[config.mk]
export PLATFORM = sky130hd
export DESIGN_NAME = display_scanner
export DESIGN_NICKNAME = d
export VERILOG_FILES = /design/src/rtl/display_scanner.sv
export SDC_FILE = /design/constraint.sdc
export NUM_CORES = 1
export LEC_CHECK = 0
export BUFFER_PORTS_ARGS = -buffer_cell sky130_fd_sc_hd__buf_4
export CAP_MARGIN = 10
export CORE_MARGIN = 1.5
export CORE_UTILIZATION = 50
export DETAILED_ROUTE_END_ITERATION = 16
export GPL_ROUTABILITY_DRIVEN = 0
export PLACE_DENSITY = 0.77
export REMOVE_ABC_BUFFERS = 1
export SYNTH_ARGS = -nofsm -noshare
export SYNTH_HDL_FRONTEND = slang
export SYNTH_SLANG_ARGS = --single-unit
[constraint.sdc]
create_clock -name clk -period 3.23 [get_ports clk]
set_input_delay 0 -clock clk [delete_from_list [all_inputs] [get_ports clk]]
set_output_delay 0 -clock clk [all_outputs]
set_load 0.02 [all_outputs]
[src/rtl/display_scanner.sv]
// Six-digit multiplexed seven-segment scanner with double-buffered frame registers.
// A loaded frame is held in shadow and committed to the active set only at a frame wrap.
module display_scanner #(
  parameter int unsigned DIV  = 50000,
  parameter int unsigned DEAD = 500
) (
  input  logic       clk,
  input  logic       reset_n,
  input  logic [3:0] in0,
  input  logic [3:0] in1,
  input  logic [3:0] in2,
  input  logic [3:0] in3,
  input  logic [3:0] in4,
  input  logic [3:0] in5,
  input  logic [5:0] DP_in,
  input  logic [5:0] Blank,
  input  logic       load,
  output logic [6:0] seg,
  output logic       dp_n,
  output logic [5:0] dig_en,
  output logic       frame_done,
  output logic       pending
);

  typedef enum logic {SHOW = 1'b0, GAP = 1'b1} state_t;

  typedef struct packed {
    logic [5:0][3:0] digits;
    logic [5:0]      dp;
    logic [5:0]      blank;
  } frame_t;

  localparam logic [19:0] DIV_LAST  = 20'(DIV - 1);
  localparam logic [19:0] DEAD_LAST = 20'(DEAD - 1);
  localparam frame_t      FRAME_RST = {24'h00_0000, 6'h00, 6'h3F};

  state_t     state_r, state_nxt_s;
  logic [19:0] cnt_r, cnt_nxt_s;
  logic [2:0]  idx_r, idx_nxt_s;
  logic        wrap_s;
  frame_t      active_r, active_nxt_s, shadow_r, in_frame_s;
  logic        pending_r, pending_nxt_s, frame_done_r;
  logic [6:0]  seg_r, seg_nxt_s;
  logic        dp_n_r, dp_n_nxt_s;
  logic [5:0]  dig_en_r, dig_en_nxt_s;

  function automatic logic [6:0] hex_decode(input logic [3:0] d);
    logic [6:0] s;
    case (d)
      4'h0: s = 7'b1000000;
      4'h1: s = 7'b1111001;
      4'h2: s = 7'b0100100;
      4'h3: s = 7'b0110000;
      4'h4: s = 7'b0011001;
      4'h5: s = 7'b0010010;
      4'h6: s = 7'b0000010;
      4'h7: s = 7'b1111000;
      4'h8: s = 7'b0000000;
      4'h9: s = 7'b0010000;
      4'hA: s = 7'b0001000;
      4'hB: s = 7'b0000011;
      4'hC: s = 7'b1000110;
      4'hD: s = 7'b0100001;
      4'hE: s = 7'b0000110;
      4'hF: s = 7'b0001110;
      default: s = 7'h7F;
    endcase
    return s;
  endfunction

  // Gather the input pins into one frame image.
  always_comb begin
    in_frame_s.digits = {in5, in4, in3, in2, in1, in0};
    in_frame_s.dp     = DP_in;
    in_frame_s.blank  = Blank;
  end

  // Scan sequencing: SHOW/GAP timing, digit index advance and frame wrap detection.
  always_comb begin
    state_nxt_s = state_r;
    cnt_nxt_s   = cnt_r + 20'd1;
    idx_nxt_s   = idx_r;
    wrap_s      = 1'b0;
    case (state_r)
      SHOW: begin
        if (cnt_r == DIV_LAST) begin
          state_nxt_s = GAP;
          cnt_nxt_s   = 20'd0;
        end else begin
          state_nxt_s = SHOW;
        end
      end
      GAP: begin
        if (cnt_r == DEAD_LAST) begin
          state_nxt_s = SHOW;
          cnt_nxt_s   = 20'd0;
          if (idx_r >= 3'd5) begin
            idx_nxt_s = 3'd0;
            wrap_s    = 1'b1;
          end else begin
            idx_nxt_s = idx_r + 3'd1;
          end
        end else begin
          state_nxt_s = GAP;
        end
      end
      default: begin
        state_nxt_s = SHOW;
        cnt_nxt_s   = 20'd0;
        idx_nxt_s   = 3'd0;
      end
    endcase
  end

  // Commit: a load on the wrap cycle bypasses shadow so the newest frame always wins.
  always_comb begin
    active_nxt_s  = active_r;
    pending_nxt_s = pending_r;
    if (wrap_s) begin
      pending_nxt_s = 1'b0;
      if (load) begin
        active_nxt_s = in_frame_s;
      end else if (pending_r) begin
        active_nxt_s = shadow_r;
      end else begin
        active_nxt_s = active_r;
      end
    end else begin
      pending_nxt_s = pending_r | load;
    end
  end

  // Output image is decoded from next-cycle state so registered outputs line up with the scan.
  always_comb begin
    dig_en_nxt_s = 6'h3F;
    seg_nxt_s    = 7'h7F;
    dp_n_nxt_s   = 1'b1;
    if (state_nxt_s == SHOW) begin
      dig_en_nxt_s = ~(6'd1 << idx_nxt_s);
      dp_n_nxt_s   = ~active_nxt_s.dp[idx_nxt_s];
      if (active_nxt_s.blank[idx_nxt_s]) begin
        seg_nxt_s = 7'h7F;
      end else begin
        seg_nxt_s = hex_decode(active_nxt_s.digits[idx_nxt_s]);
      end
    end else begin
      dig_en_nxt_s = 6'h3F;
    end
  end

  // State, frame buffers and output registers.
  always_ff @(posedge clk or negedge reset_n) begin
    if (!reset_n) begin
      state_r      <= SHOW;
      cnt_r        <= 20'd0;
      idx_r        <= 3'd0;
      active_r     <= FRAME_RST;
      shadow_r     <= FRAME_RST;
      pending_r    <= 1'b0;
      frame_done_r <= 1'b0;
      seg_r        <= 7'h7F;
      dp_n_r       <= 1'b1;
      dig_en_r     <= 6'h3E;
    end else begin
      state_r      <= state_nxt_s;
      cnt_r        <= cnt_nxt_s;
      idx_r        <= idx_nxt_s;
      active_r     <= active_nxt_s;
      pending_r    <= pending_nxt_s;
      frame_done_r <= wrap_s;
      seg_r        <= seg_nxt_s;
      dp_n_r       <= dp_n_nxt_s;
      dig_en_r     <= dig_en_nxt_s;
      if (load) begin
        shadow_r <= in_frame_s;
      end
    end
  end

  assign seg        = seg_r;
  assign dp_n       = dp_n_r;
  assign dig_en     = dig_en_r;
  assign frame_done = frame_done_r;
  assign pending    = pending_r;

endmodule

==> reports/metrics.yaml, run 1 <==
end_kind: "register"
clock_latency_ns: 0.38
synth_top_area_share_pct: 41.4
p_int_uw: 1870
place_area_sq_mm: 0.00618
outcome: "finished with violations"
setup_tns_ns: -0.102
die_w_um: 105
r2r_start: "cnt_r[18]$_DFF_PN0_"
post-place-ws_ns: -0.0681
final_area_sq_mm: 0.00697
slew_violations: 0
crit_buf_inv: 1
yosysSeqAreaShare_pct: 54.0
synth_ff_type: "dfrtp_1"
synthCells: 460
setup_ws_ns: -0.0546
hold_slack_ns: 0.0738
cpPeakStageDelay_ns: 0.60
post_drt_wl_per_cell_um: 16.4
peakVddDrop_mv: 0.273
p_clk_share_pct: 33.0
synth_warnings: 0
synth_area_sq_mm: 0.00525
start_util_pct: 51.1
cts_root_buf: "clkbuf_8"
finalClockSkew_ns: 0.0176
p_per_area_mw_per_mm2: 357
netSwitchingFraction_pct: 24.7
grt_remaining_overflow: 0
vias_per_cell: 5.50
fin_cells: 746
grt_max_degree: 59
tritoncts: "yes"
seqPwrFrac_pct: 59.1
grt_pass1_wl_um: 19600
cp_max_fo: 5
num_rows: 37
ant_nets: 0
p_leak_uw: 0.00323
fp.dieH_um: 105
fp.coreArea_sq_mm: 0.0103
required_ns: 3.55
drc_errors: 0
fmax_mhz: 304
hold_path_startpoint: "load"
ys_async_sr_fraction_pct: 100
synthTopCellsByCount: "87 x dfrtp_1, 56 x mux2_2, 52 x nor2_1"
crit_path_start_kind: "register"
yosys.cell_types.count: 57
hold_class: "input pin to register"
synth_seq_cells: 112
crit_path_start: "cnt_r[18]$_DFF_PN0_"
tightest_slew_ns: 0.716
grt_pass1_vias: 4121
crit_arrival_ns: 3.60
diodes: 0
critical_path.top_delay_family: "simple AND/OR/NAND/NOR gates"
clock_sinks: 112
drt_iter0_markers: 220
finalSetupViolations: 3
drt-total-wl_um: 12200
htreeDepth: 3
power_switching_uw: 615
critPathKind: "register to register"
clk_pin_slew_ns: 0.12
die_area_sq_mm: 0.0111
violations: "setup timing"
yosysMostFrequentCell: "dfrtp_1"
dp_hpwl_um: 8350
yosys.area.top_type: "dfrtp_1"
cap_viol_max_count: 0
drive_gt1_share_pct: 40.7
synth_edf_count: 0
final-hold-violation-count: 0
relSlewSlack_pct: 52.2
num_vias: 4100
cp_slowest_cell: "or4_4"
synthToLayoutAreaGrowth_pct: 32.6
io_buffers: 54
period_needed_ns: 3.28
grt_usage_pct: 22.3
yosys-top-cells-area: "dfrtp_1 41%, dfstp_2 13%, mux2_2 12%"
n_fill_cell: 754
num-nets-final: 653
cts_made_buffers: 9
antenna_found_initial: 0
power_frac_comb_pct: 7.9
fin_crit_sh_pct: 102
ctsLongestPathBuffers: 2
first_pass_iters: 5
pin_count: 55
path_cells: "or4_4, or4_4, nor2_1, mux2_2, a21oi_1, a31o_1, buf_4, a21oi_1, a221o_1"
ff2ff_setup_slack_ns: -0.05
grt_setup_unrepaired: "yes"
place_inst: 687
syn_area_per_cell_sq_um: 11.4
registers in the layout, indices dropped and copies added (netlist names):
register    flops
active_r       36
cnt_r          20
dig_en          6
dp_n            1
frame_done      1
idx_r           3
pending         1
seg             7
shadow_r       36
state_r         1
final cells by class:
type                       count  area [sq um]  share of cell area [%]
multi-input combinational    315          2450                    35.2
clock inverter                 7          75.1                    1.08
timing repair buffer         150          1250                    17.9
inverter                      17          63.8                   0.916
tap                          136           170                    2.44
clock buffer                   9           124                    1.78
sequential                   112          2830                    40.7
per-layer routing:
metal / wire [um] / global-route usage [%]
met1: 5370 / 29.7
met2: 6020 / 36.4
met3: 489 / 3.83
met4: 340 / 8.88
met5: 0 / 0
cells by family (layout without fill, tap and decap cells):
kind of cell | Yosys count | in the layout | synth area share [%]
AO/OA/AOI/OAI | 79 | 79 | 10.8
buffers and inverters | 33 | 183 | 2.57
multiplexers | 66 | 66 | 14.1
AND/OR/NAND/NOR | 143 | 143 | 13.5
XOR/XNOR | 18 | 18 | 3.00
adder cells (fa/ha/maj) | 9 | 9 | 2.14
flip-flops | 112 | 112 | 54.0
metrics by stage:
stage                     util [%]  total power (uW)
after global placement        60.1              1650
after floorplan                  -              1550
after detailed placement      60.1              1650
final                         67.8              2480
after global routing          67.8              2590
after CTS                     65.7              2510
worst register-to-register path: stages (launching register included):
cell     delay, ns
dfrtp_1       0.41
or4_4         0.58
or4_4         0.60
nor2_1        0.14
mux2_2        0.39
a21oi_1       0.18
a31o_1        0.29
buf_4         0.19
a21oi_1       0.09
a221o_1       0.35
power groups by stage:
| stage | Combinational (uW) | Sequential, uW | Clock (uW) |
|---|---|---|---|
| floorplan | 64.9 | 1490 | 0 |
| global placement | 156 | 1490 | 0 |
| detailed placement | 159 | 1490 | 0 |
| CTS | 196 | 1470 | 844 |
| global route | 216 | 1470 | 906 |
| finish | 197 | 1470 | 820 |
layout by cell type, fill, tap and decap left out, types with 6 or more instances in the layout:
cell,n
mux2_2,56
and3_1,8
xnor2_1,11
buf_4,110
a21oi_1,20
clkbuf_8,9
ha_1,7
mux2i_1,6
nand3_1,18
dlygate4sd3_1,37
inv_1,17
nand2_1,29
nor2_1,46
a21o_1,8
dfrtp_1,87
dfstp_2,25
xor2_1,7
final timing paths:
check | end | cells past startpoint
max in group asynchronous | active_r[0]$_DFF_PN1_ | 3
worst max-delay path | seg[5]$_DFF_PN1_ | 9
worst max register to register | seg[5]$_DFF_PN1_ | 9
worst min register to register | active_r[0]$_DFF_PN1_ | 2
min in group asynchronous | cnt_r[14]$_DFF_PN0_ | 2
worst min-delay path | shadow_r[22]$_DFFE_PN0P_ | 2
timing repair:
item,4_1_cts,5_1_grt
pin swaps,1,8
buffers inserted,0,6
endpoints found under the hold margin,94,0
resized for setup,2,38
hold buffers,37,0
endpoints found under the setup margin,2,7
Power figures use the tool's default switching activity.
==> run 2: changes to the inputs <==
GPL_TIMING_DRIVEN = 0   (was default)
PLACE_DENSITY = 0.74   (was 0.77)
==> run 2 against run 1 <==
Utilization rose by 0.28 points. Count of clock-buffer cells in the layout did not move. Register-to-register slack got worse by 0.06 ns. Clock power rose by 2%. The run still ends with setup timing left. Sequential share of layout area fell by 0.060 points. Via count rose by 2.1%. Sequential cell count did not move. Cell area rose by 0.41%. Sequential power barely moved.
==> reports/metrics.yaml, run 2 (synthesized netlist as in run 1, its figures left out) <==
outcome: "finished with violations"
violations: "setup timing"
post_drt_wl_per_cell_um: 17.9
grt_max_degree: 58
first_pass_iters: 7
finalSetupViolations: 5
p_leak_uw: 0.00318
drt-total-wl_um: 13000
seqPwrFrac_pct: 58.7
num-nets-final: 630
pin_count: 55
power_uw: 2500
largest_registers: "active_r: 36 flops, shadow_r: 36 flops, cnt_r: 20 flops"
crit_arrival_ns: 3.67
fin_crit_sh_pct: 104
required_ns: 3.55
power_frac_comb_pct: 7.8
grt_pass1_vias: 3990
ctsLongestPathBuffers: 2
n_fill_cell: 738
critPathKind: "register to register"
place_area_sq_mm: 0.00578
netSwitchingFraction_pct: 25.2
tightest_slew_ns: 0.703
tritoncts: "yes"
grt_remaining_overflow: 0
diodes: 0
dp_hpwl_um: 7330
p_clk_share_pct: 33.5
p_per_area_mw_per_mm2: 357
die_area_sq_mm: 0.0111
power_switching_uw: 630
setup_ws_ns: -0.118
antenna_found_initial: 0
place_inst: 635
die_w_um: 105
io_buffers: 54
start_util_pct: 51.1
slew_violations: 0
end_kind: "register"
finalClockSkew_ns: 0.0168
crit_path_start_kind: "register"
relSlewSlack_pct: 53.1
cap_viol_max_count: 0
fin_cells: 723
p_int_uw: 1870
period_needed_ns: 3.35
hold_class: "input pin to async pin"
final-hold-violation-count: 0
final_area_sq_mm: 0.00699
synthToLayoutAreaGrowth_pct: 33.2
num_vias: 4186
htreeDepth: 3
grt_setup_unrepaired: "yes"
cp_max_fo: 5
fp.coreArea_sq_mm: 0.0103
vias_per_cell: 5.79
clock_latency_ns: 0.39
cts_root_buf: "clkbuf_8"
grt_usage_pct: 22.0
drive_gt1_share_pct: 42.4
clk_pin_slew_ns: 0.12
grt_pass1_wl_um: 19400
cts_made_buffers: 9
clock_sinks: 112
final_cell_mix: "83 x buf_4, 81 x dfrtp_1, 56 x mux2_2, 47 x nor2_1, 37 x dlygate4sd3_1"
fp.dieH_um: 105
fmax_mhz: 299
setup_tns_ns: -0.282
final_common_cell: "buf_4"
drc_errors: 0
num_rows: 37
peakVddDrop_mv: 0.219
ant_nets: 0
drt_iter0_markers: 352
## run 2: cell types whose count changed in the layout (fill, tap and decap cells not counted), sizes merged
cell,change
clkinvlp,+2
a31o,+1
buf,-26
clkinv,-1
nand2,+2
inv,-1
## run 2: timing repair
action | 4_1_cts | 5_1_grt
resized for setup | 36 | 40
pin swaps | 8 | 19
buffers inserted | 21 | 11
hold buffers | 37 | 0
endpoints found under the setup margin | 8 | 7
endpoints found under the hold margin | 76 | 0
gates cloned | 1 | 2
## run 2: worst max-delay path: stages (launching register included)
cell and delay (ns):
dfrtp_2 0.46, or4_4 0.60, nor4_4 0.34, buf_6 0.19, buf_4 0.14, buf_4 0.12, a21oi_1 0.09, a21oi_2 0.18
a221oi_2 0.12, buf_4 0.18, a31o_2 0.26, buf_4 0.16, and3_1 0.18, a21oi_1 0.16, nand3_1 0.10
## run 2: stage by stage
step / worst slack (ns) / utilization, % / hold slack [ns]
2_1_floorplan: -0.705 / - / -0.296
3_3_place_gp: -1.47 / 56.0 / 0.216
3_5_place_dp: -1.56 / 56.3 / 0.0833
4_1_cts: 0.00762 / 65.1 / 0.197
5_1_grt: -0.179 / 68.1 / 0.224
6_report: -0.118 / 68.1 / 0.191
## run 2: layout make-up
type                       instances  area [sq um]  share of cell area (%)
inverter                          17          63.8                   0.912
clock inverter                     7          76.3                    1.09
sequential                       112          2840                    40.6
clock buffer                       9           124                    1.77
multi-input combinational        318          2650                    37.8
timing repair buffer             124          1070                    15.3
tap                              136           170                    2.43
## run 2: power by group through the flow
stage	logic [uW]	clock network [uW]	registers, uW
after detailed placement	156	0	1490
after global placement	147	0	1490
final	194	837	1470
after global routing	213	899	1470
after floorplan	64.9	0	1490
after CTS	193	849	1470
## run 2: layer usage
layer | up-vias | wire [um] | global-route usage, % | part of all wire [%]
met5 | - | 0 | 0 | 0
met4 | 0 | 378 | 7.82 | 2.9
met3 | 40 | 632 | 3.71 | 4.9
met2 | 169 | 6350 | 36.5 | 49
met1 | 2083 | 5610 | 29.4 | 43
li1 | 1894 | - | - | -
## run 2: final timing paths
kind                                            start                  endpoint  slack [ns]  cells after the start
worst max-delay path              cnt_r[16]$_DFF_PN0_          seg[3]$_DFF_PN1_       -0.12                     14
worst min-delay path                          reset_n  shadow_r[29]$_DFFE_PN0P_        0.19                      2
worst max register to register    cnt_r[16]$_DFF_PN0_          seg[3]$_DFF_PN1_       -0.12                     14
worst min register to register  active_r[0]$_DFF_PN1_     active_r[0]$_DFF_PN1_        0.47                      2
max in group asynchronous                     reset_n        idx_r[0]$_DFF_PN0_        2.30                      3
min in group clk                                 load  shadow_r[22]$_DFFE_PN0P_        0.21                      2
